### src/rtl/ps2_pkg.sv
// PS/2 shared definitions: FSM states, error codes, command bytes, parity.
// Used by both the host transmitter and the receiver path.
package ps2_pkg;

    typedef enum logic [3:0] {
        IDLE,
        INHIBIT,
        REQ,
        BITS,
        STOP,
        ACK,
        WAIT_IDLE,
        DONE,
        ERR
    } ps2_state_t;

    localparam logic [1:0] ERR_NONE     = 2'd0;
    localparam logic [1:0] ERR_NO_CLK   = 2'd1;
    localparam logic [1:0] ERR_FRAME_TO = 2'd2;
    localparam logic [1:0] ERR_NO_ACK   = 2'd3;

    localparam logic [7:0] CMD_RESET    = 8'hFF;
    localparam logic [7:0] CMD_ENABLE   = 8'hF4;
    localparam logic [7:0] CMD_SET_RATE = 8'hF3;

    function automatic logic odd_parity(input logic [7:0] d);
        return ~^d;
    endfunction

endpackage

### src/rtl/ps2_host_tx_if.sv
// Command handshake bundle between a requester and the PS/2 host transmitter.
// master: tx_data/tx_valid out; slave: tx_ready/busy/done/err/err_code out.
interface ps2_host_tx_if;

    logic [7:0] tx_data;
    logic       tx_valid;
    logic       tx_ready;
    logic       busy;
    logic       done;
    logic       err;
    logic [1:0] err_code;

    modport master (
        output tx_data, tx_valid,
        input  tx_ready, busy, done, err, err_code
    );

    modport slave (
        input  tx_data, tx_valid,
        output tx_ready, busy, done, err, err_code
    );

endinterface

### src/rtl/ps2_line_sync.sv
// PS/2 pin conditioning: 2-FF synchroniser, glitch filter, kclk falling edge.
// Ports: clk, rst, kclk/kdata (pins) -> kclk_f/kdata_f (filtered), kclk_fall (pulse).
module ps2_line_sync #(
    parameter int FILT_CYCLES = 8
) (
    input  logic clk,
    input  logic rst,
    input  logic kclk,
    input  logic kdata,
    output logic kclk_f,
    output logic kdata_f,
    output logic kclk_fall
);

    localparam int CW = $clog2(FILT_CYCLES) + 1;

    // bit 0 = clock line, bit 1 = data line
    logic [1:0]         s1, s2, filt;
    logic [1:0][CW-1:0] cnt;
    logic [1:0]         flip;

    // A level is accepted after FILT_CYCLES consecutive differing samples.
    always_comb begin
        flip = '0;
        for (int i = 0; i < 2; i++) begin
            flip[i] = (s2[i] != filt[i]) && (cnt[i] == CW'(FILT_CYCLES - 1));
        end
    end

    always_ff @(posedge clk or posedge rst) begin
        if (rst) begin
            s1        <= '1;
            s2        <= '1;
            filt      <= '1;
            cnt       <= '0;
            kclk_fall <= 1'b0;
        end else begin
            s1 <= {kdata, kclk};
            s2 <= s1;
            for (int i = 0; i < 2; i++) begin
                if (s2[i] == filt[i]) begin
                    cnt[i] <= '0;
                end else if (flip[i]) begin
                    cnt[i]  <= '0;
                    filt[i] <= s2[i];
                end else begin
                    cnt[i] <= cnt[i] + 1'b1;
                end
            end
            kclk_fall <= flip[0] & filt[0];
        end
    end

    assign kclk_f  = filt[0];
    assign kdata_f = filt[1];

endmodule

### src/rtl/ps2_host_tx.sv
// PS/2 host-to-device transmitter: request-to-send, 8 data bits, odd parity, ack.
// Ports: clk, rst, tx (slave handshake), kclk/kdata pins, kclk_oe/kdata_oe pull-downs.
module ps2_host_tx
    import ps2_pkg::*;
#(
    parameter int CLK_FREQ_HZ = 100_000_000,
    parameter int INHIBIT_US  = 100,
    parameter int START_TO_MS = 15,
    parameter int FRAME_TO_MS = 2,
    parameter int FILT_CYCLES = 8
) (
    input  logic          clk,
    input  logic          rst,
    ps2_host_tx_if.slave  tx,
    input  logic          kclk,
    input  logic          kdata,
    output logic          kclk_oe,
    output logic          kdata_oe
);

    localparam int INH  = CLK_FREQ_HZ / 1_000_000 * INHIBIT_US;
    localparam int STO  = CLK_FREQ_HZ / 1000 * START_TO_MS;
    localparam int FTO  = CLK_FREQ_HZ / 1000 * FRAME_TO_MS;
    localparam int TM1  = (INH > STO) ? INH : STO;
    localparam int TMAX = (TM1 > FTO) ? TM1 : FTO;
    localparam int TW   = $clog2(TMAX + 1);

    ps2_state_t state, nxt;
    logic [TW-1:0] tmr;
    logic          tmr_clr;
    logic [8:0]    shreg;
    logic [3:0]    bitcnt;
    logic [1:0]    ecode;
    logic [1:0]    err_code_q;
    logic          frame_to;
    logic          kclk_f, kdata_f, fall;

    ps2_line_sync #(.FILT_CYCLES(FILT_CYCLES)) u_sync (
        .clk       (clk),
        .rst       (rst),
        .kclk      (kclk),
        .kdata     (kdata),
        .kclk_f    (kclk_f),
        .kdata_f   (kdata_f),
        .kclk_fall (fall)
    );

    // One timer serves inhibit, start wait and frame; they never overlap.
    assign frame_to = (tmr >= TW'(FTO - 1));

    always_comb begin
        nxt      = state;
        tmr_clr  = 1'b0;
        kclk_oe  = 1'b0;
        kdata_oe = 1'b0;
        ecode    = ERR_FRAME_TO;
        unique case (state)
            IDLE: begin
                if (tx.tx_valid) begin
                    nxt     = INHIBIT;
                    tmr_clr = 1'b1;
                end
            end
            INHIBIT: begin
                kclk_oe = 1'b1;
                if (tmr >= TW'(INH - 1)) begin
                    kdata_oe = 1'b1;
                    nxt      = REQ;
                    tmr_clr  = 1'b1;
                end
            end
            REQ: begin
                kdata_oe = 1'b1;
                ecode    = ERR_NO_CLK;
                if (tmr >= TW'(STO - 1)) begin
                    nxt = ERR;
                end else if (fall) begin
                    nxt     = BITS;
                    tmr_clr = 1'b1;
                end
            end
            BITS: begin
                kdata_oe = ~shreg[bitcnt];
                if (frame_to)                   nxt = ERR;
                else if (fall && bitcnt == 4'd8) nxt = STOP;
            end
            STOP: begin
                if (frame_to)  nxt = ERR;
                else if (fall) nxt = ACK;
            end
            ACK: begin
                if (frame_to) begin
                    nxt = ERR;
                end else if (fall) begin
                    if (kdata_f) begin
                        nxt   = ERR;
                        ecode = ERR_NO_ACK;
                    end else begin
                        nxt = WAIT_IDLE;
                    end
                end
            end
            WAIT_IDLE: begin
                if (frame_to)               nxt = ERR;
                else if (kclk_f && kdata_f) nxt = DONE;
            end
            DONE:    nxt = IDLE;
            ERR:     nxt = IDLE;
            default: nxt = IDLE;
        endcase
    end

    always_ff @(posedge clk or posedge rst) begin
        if (rst) begin
            state      <= IDLE;
            tmr        <= '0;
            shreg      <= '0;
            bitcnt     <= '0;
            err_code_q <= ERR_NONE;
        end else begin
            state <= nxt;
            if (tmr_clr)                 tmr <= '0;
            else if (tmr != TW'(TMAX))   tmr <= tmr + 1'b1;
            if (state == IDLE && tx.tx_valid) begin
                shreg      <= {odd_parity(tx.tx_data), tx.tx_data};
                err_code_q <= ERR_NONE;
            end
            if (state == REQ && nxt == BITS) begin
                bitcnt <= '0;
            end else if (state == BITS && nxt == BITS && fall) begin
                bitcnt <= bitcnt + 1'b1;
            end
            if (nxt == ERR && state != ERR) err_code_q <= ecode;
        end
    end

    assign tx.tx_ready = (state == IDLE);
    assign tx.busy     = (state != IDLE);
    assign tx.done     = (state == DONE);
    assign tx.err      = (state == ERR);
    assign tx.err_code = err_code_q;

endmodule

### src/flat_wrapper.sv
// flat-port wrapper written by rule: the top's interface ports become plain ports
module ps2_host_tx_flat import ps2_pkg::*;
#(
    parameter int CLK_FREQ_HZ = 100_000_000,
    parameter int INHIBIT_US  = 100,
    parameter int START_TO_MS = 15,
    parameter int FRAME_TO_MS = 2,
    parameter int FILT_CYCLES = 8
)
  (clk, rst, kclk, kdata, kclk_oe, kdata_oe, tx_tx_data, tx_tx_valid, tx_tx_ready, tx_busy, tx_done, tx_err, tx_err_code);
  ps2_host_tx_if tx_i ();
  input  logic clk;
  input  logic rst;
  input  logic kclk;
  input  logic kdata;
  output logic kclk_oe;
  output logic kdata_oe;
  input wire logic [$bits(tx_i.tx_data)-1:0] tx_tx_data;
  input wire logic [$bits(tx_i.tx_valid)-1:0] tx_tx_valid;
  output wire logic [$bits(tx_i.tx_ready)-1:0] tx_tx_ready;
  output wire logic [$bits(tx_i.busy)-1:0] tx_busy;
  output wire logic [$bits(tx_i.done)-1:0] tx_done;
  output wire logic [$bits(tx_i.err)-1:0] tx_err;
  output wire logic [$bits(tx_i.err_code)-1:0] tx_err_code;
  assign tx_i.tx_data = tx_tx_data;
  assign tx_i.tx_valid = tx_tx_valid;
  assign tx_tx_ready = tx_i.tx_ready;
  assign tx_busy = tx_i.busy;
  assign tx_done = tx_i.done;
  assign tx_err = tx_i.err;
  assign tx_err_code = tx_i.err_code;
  ps2_host_tx #(.CLK_FREQ_HZ(CLK_FREQ_HZ), .INHIBIT_US(INHIBIT_US), .START_TO_MS(START_TO_MS), .FRAME_TO_MS(FRAME_TO_MS), .FILT_CYCLES(FILT_CYCLES)) u_core (.clk(clk), .rst(rst), .tx(tx_i), .kclk(kclk), .kdata(kdata), .kclk_oe(kclk_oe), .kdata_oe(kdata_oe));
endmodule
### config.mk
export PLATFORM = sky130hd
export DESIGN_NAME = ps2_host_tx_flat
export DESIGN_NICKNAME = d
export VERILOG_FILES = /design/src/rtl/ps2_pkg.sv /design/src/rtl/ps2_host_tx_if.sv /design/src/rtl/ps2_line_sync.sv /design/src/rtl/ps2_host_tx.sv /design/src/flat_wrapper.sv
export SDC_FILE = /design/constraint.sdc
export NUM_CORES = 1
export LEC_CHECK = 0
export CAP_MARGIN = 20
export CORE_ASPECT_RATIO = 0.6
export CORE_MARGIN = 2
export CORE_UTILIZATION = 36
export CTS_CLUSTER_DIAMETER = 50
export DETAILED_ROUTE_END_ITERATION = 12
export RECOVER_POWER = 100
export SYNTH_ARGS = -nofsm -noshare
export SYNTH_HDL_FRONTEND = slang
export SYNTH_HIERARCHICAL = 1
export SYNTH_SLANG_ARGS = --single-unit
export TNS_END_PERCENT = 30
### constraint.sdc
create_clock -name clk -period 6.55 [get_ports clk]
set_input_delay 0.9825 -clock clk [delete_from_list [all_inputs] [get_ports clk]]
set_output_delay 0.9825 -clock clk [all_outputs]
set_load 0.05 [all_outputs]
==> impl_metrics.ini <==
[clock_tree]
cts_root_buf = clkbuf_16
cts.repair.resized = 0
holdBufCountCts = 0
cts_buffer_depth = 2
cts.sinks = 55
insertion_delay_ps = 300
cts_buffers = 5
cts_tree = done
post-cts-setup-buffers = 0
cts_max_level = 2
cts.reportedPaths.clkPinSlew_ps = 70

[grt]
grt_usage = 0.152
grt_pass1_wl_um = 10800
grt_pass1_vias = 2116
antenna_found_initial = 0
grt_start_max_net_pins = 41
grt_overflow = 0

[die]
dieArea_um2 = 9290
start_util = 0.365
ios = 21
fp-row-count = 26
core_area_um2 = 8390
die_h_um = 75.5
die_x_um = 123

[cells_and_area]
n_antenna_cell = 0
final_area_um2 = 3450
finalNetCount = 345
instances_no_fill = 439
syn_to_final_growth_pct = 12.7
drive_gt1_frac = 0.0887

[place]
place_hpwl_um = 4720
gp_congestion = 0.851
port_buffers = 20
dpl.cell_count = 431
dpl_cell_area_um2 = 3340

[route]
wl_per_cell_um = 14.6
drtPass1Iterations = 4
vias = 2275
ant_nets = 0
drt_iter0_drc = 277
viasPerCell = 5.18
wl_um = 6390
drc = 0

[hold_path]
hp-class = reg -> reg
hold_path_depth = 0

[timing]
rsz0062_at_grt = false
min_period_over_period = 0.619
worstMarginPinSlew_ps = 2170
final.min_clock_period_ps = 4060
hold_ws_ps = 359
finalMaxSlewViolations = 41
finalSetupTns_ps = 0
hold_viol_final = 0
fin_skew_ps = 8.04
relSlewSlack = -0.449
fmax_ghz = 0.247
setup_viol = 0

[critical_path]
start_kind = register
r2r_cells = 8
path_cells = ha_1 > nand3_1 > nor4b_1 > a311oi_1 > and2b_1 > o21ai_0 > a31oi_1 > dlygate4sd3_1
endpoint_kind = primary output
path_max_fanout = 8
crit_arrival_ps = 3070
max_stage_delay_ps = 890
critical_path_class = reg -> out
cp.required_ps = 5570
cpMaxStageDelayCell = dlygate4sd3_1

[yosys]
synth_top_family_by_area = simple AND/OR/NAND/NOR gates
syn_area_per_cell_um2 = 9.79
synth_compound_area_frac = 0.0841
synth-xor-area-share = 0.0915
yosysWarningCount = 6
synth.distinct_cells = 50
synthArstFlopShare = 1.00
synthMuxAreaShare = 0.0592
synthCells = 313
synthesis.nets = 332
synthSimpleGateAreaFrac = 0.250
yosysSeqAreaShare = 0.452
synth_edf_count = 0
synth-main-ff-cell = dfrtp_1
syn_area_um2 = 3060
synth-seq-cells = 55
synth_fa_ha_area_frac = 0.0245

[status]
violations = max-capacitance violations, max-slew violations
status = complete, but fails checks

[flow_run]
maxCapViolCount = 1

[power_and_ir_drop]
power.density_nw_per_um2 = 211
p_leak_nw = 1.46
vdd_ir_drop_max_v = 0.000123
critical path: cells and delay by family, from the launching register on:
kind            cells  cell delay (ps)
buf+inv             1              890
simple gates        3              660
flops               1              490
compound gates      3              420
fa+ha+maj           1              310
registers in the layout (all words and copies together), names as in the netlist:
| name | cells |
|---|---|
| u_core/u_sync/s1 | 2 |
| u_core/u_sync/filt | 2 |
| u_core/bitcnt | 4 |
| u_core/u_sync/cnt | 8 |
| u_core/u_sync/kclk_fall | 1 |
| u_core/u_sync/s2 | 2 |
| u_core/shreg | 9 |
| u_core/tmr | 21 |
| u_core/state | 4 |
| u_core/tx.err_code | 2 |
area by class of cell:
type                    count  area [um^2]
clock buffers               6          139
clock inverters             2         16.3
fillers                   850         4940
inverters                  13         48.8
multi-input cells         230         1520
flip-flops and latches     55         1380
well taps                 112          140
repair buffers             21          204
final timing paths:
path | from | to | slack [ps]
min in group asynchronous | rst | u_core/u_sync/kclk_fall | 1200
max in group asynchronous | rst | u_core/tmr[15] | 3360
min reg2reg | u_core/u_sync/s1[1] | u_core/u_sync/s2[1] | 360
max | u_core/tmr[0] | kdata_oe | 2490
max reg2reg | u_core/tmr[0] | u_core/bitcnt[3] | 3460
min | u_core/u_sync/s1[1] | u_core/u_sync/s2[1] | 360
through the flow:
stage / util / power, W / worst slack (ps)
5_1_grt: 0.412 / 0.000769 / 2380
3_5_place_dp: 0.398 / 0.000464 / 2870
2_1_floorplan: - / 0.000440 / 2610
3_3_place_gp: 0.398 / 0.000462 / 2940
4_1_cts: 0.417 / 0.000750 / 2540
6_report: 0.412 / 0.000728 / 2490
cells in the final DEF (no fill, tap or decap), drive strengths merged, types with 4 or more instances in the layout:
cell type      instances
ha                     6
inv                   13
clkbuf                 7
nor3                   7
nand4                  7
dlygate4sd3           11
nand2b                 4
nor4                   6
nor2                  39
mux2                  10
and3                   5
dfstp                  6
nand2                 23
or2                    4
dfrtp                 49
o21ai                 10
a21oi                 10
nand3                 21
and2                   4
a31oi                  5
xnor2                 17
clkdlybuf4s50          9
xor2                  15
nor4b                  4
power by group:
group | internal, W | switching (W) | total, W | leakage [nW]
Sequential | 0.000364 | 0.0000192 | 0.000383 | 0.707
Combinational | 0.0000350 | 0.0000316 | 0.0000666 | 0.681
Clock | 0.000153 | 0.000126 | 0.000279 | 0.0731
logic make-up (layout without fill, tap and decap cells):
| group | count (synthesis) | in the layout |
|---|---|---|
| fa+ha+maj | 6 | 6 |
| mux | 14 | 14 |
| simple gates | 141 | 141 |
| buf+inv | 28 | 42 |
| flops | 55 | 55 |
| xor+xnor | 32 | 32 |
| compound gates | 37 | 37 |
cells in the mapped netlist (5+ instances only):
master     n  share of area
a21oi_1   10          0.016
and3_1     5          0.010
clkbuf_1   9          0.011
dfrtp_1   49           0.40
dfstp_2    6          0.051
ha_1       6          0.024
inv_1     13          0.016
mux2_2     9          0.033
nand2_1   23          0.028
nand3_1   21          0.034
nand4_1    7          0.014
nor2_1    39          0.048
nor3_1     7          0.011
nor4_1     5          0.010
o21ai_0    9          0.015
xnor2_1   17          0.049
xor2_1    15          0.043
per-layer routing:
layer  share of wire  global-route usage  vias up
li1                -                   -     1118
met1            0.53               0.227     1115
met2            0.42               0.219       34
met3           0.039              0.0359        8
met4           0.012              0.0492        0
met5               0                   0        -
(Power assumes the default switching activity.)
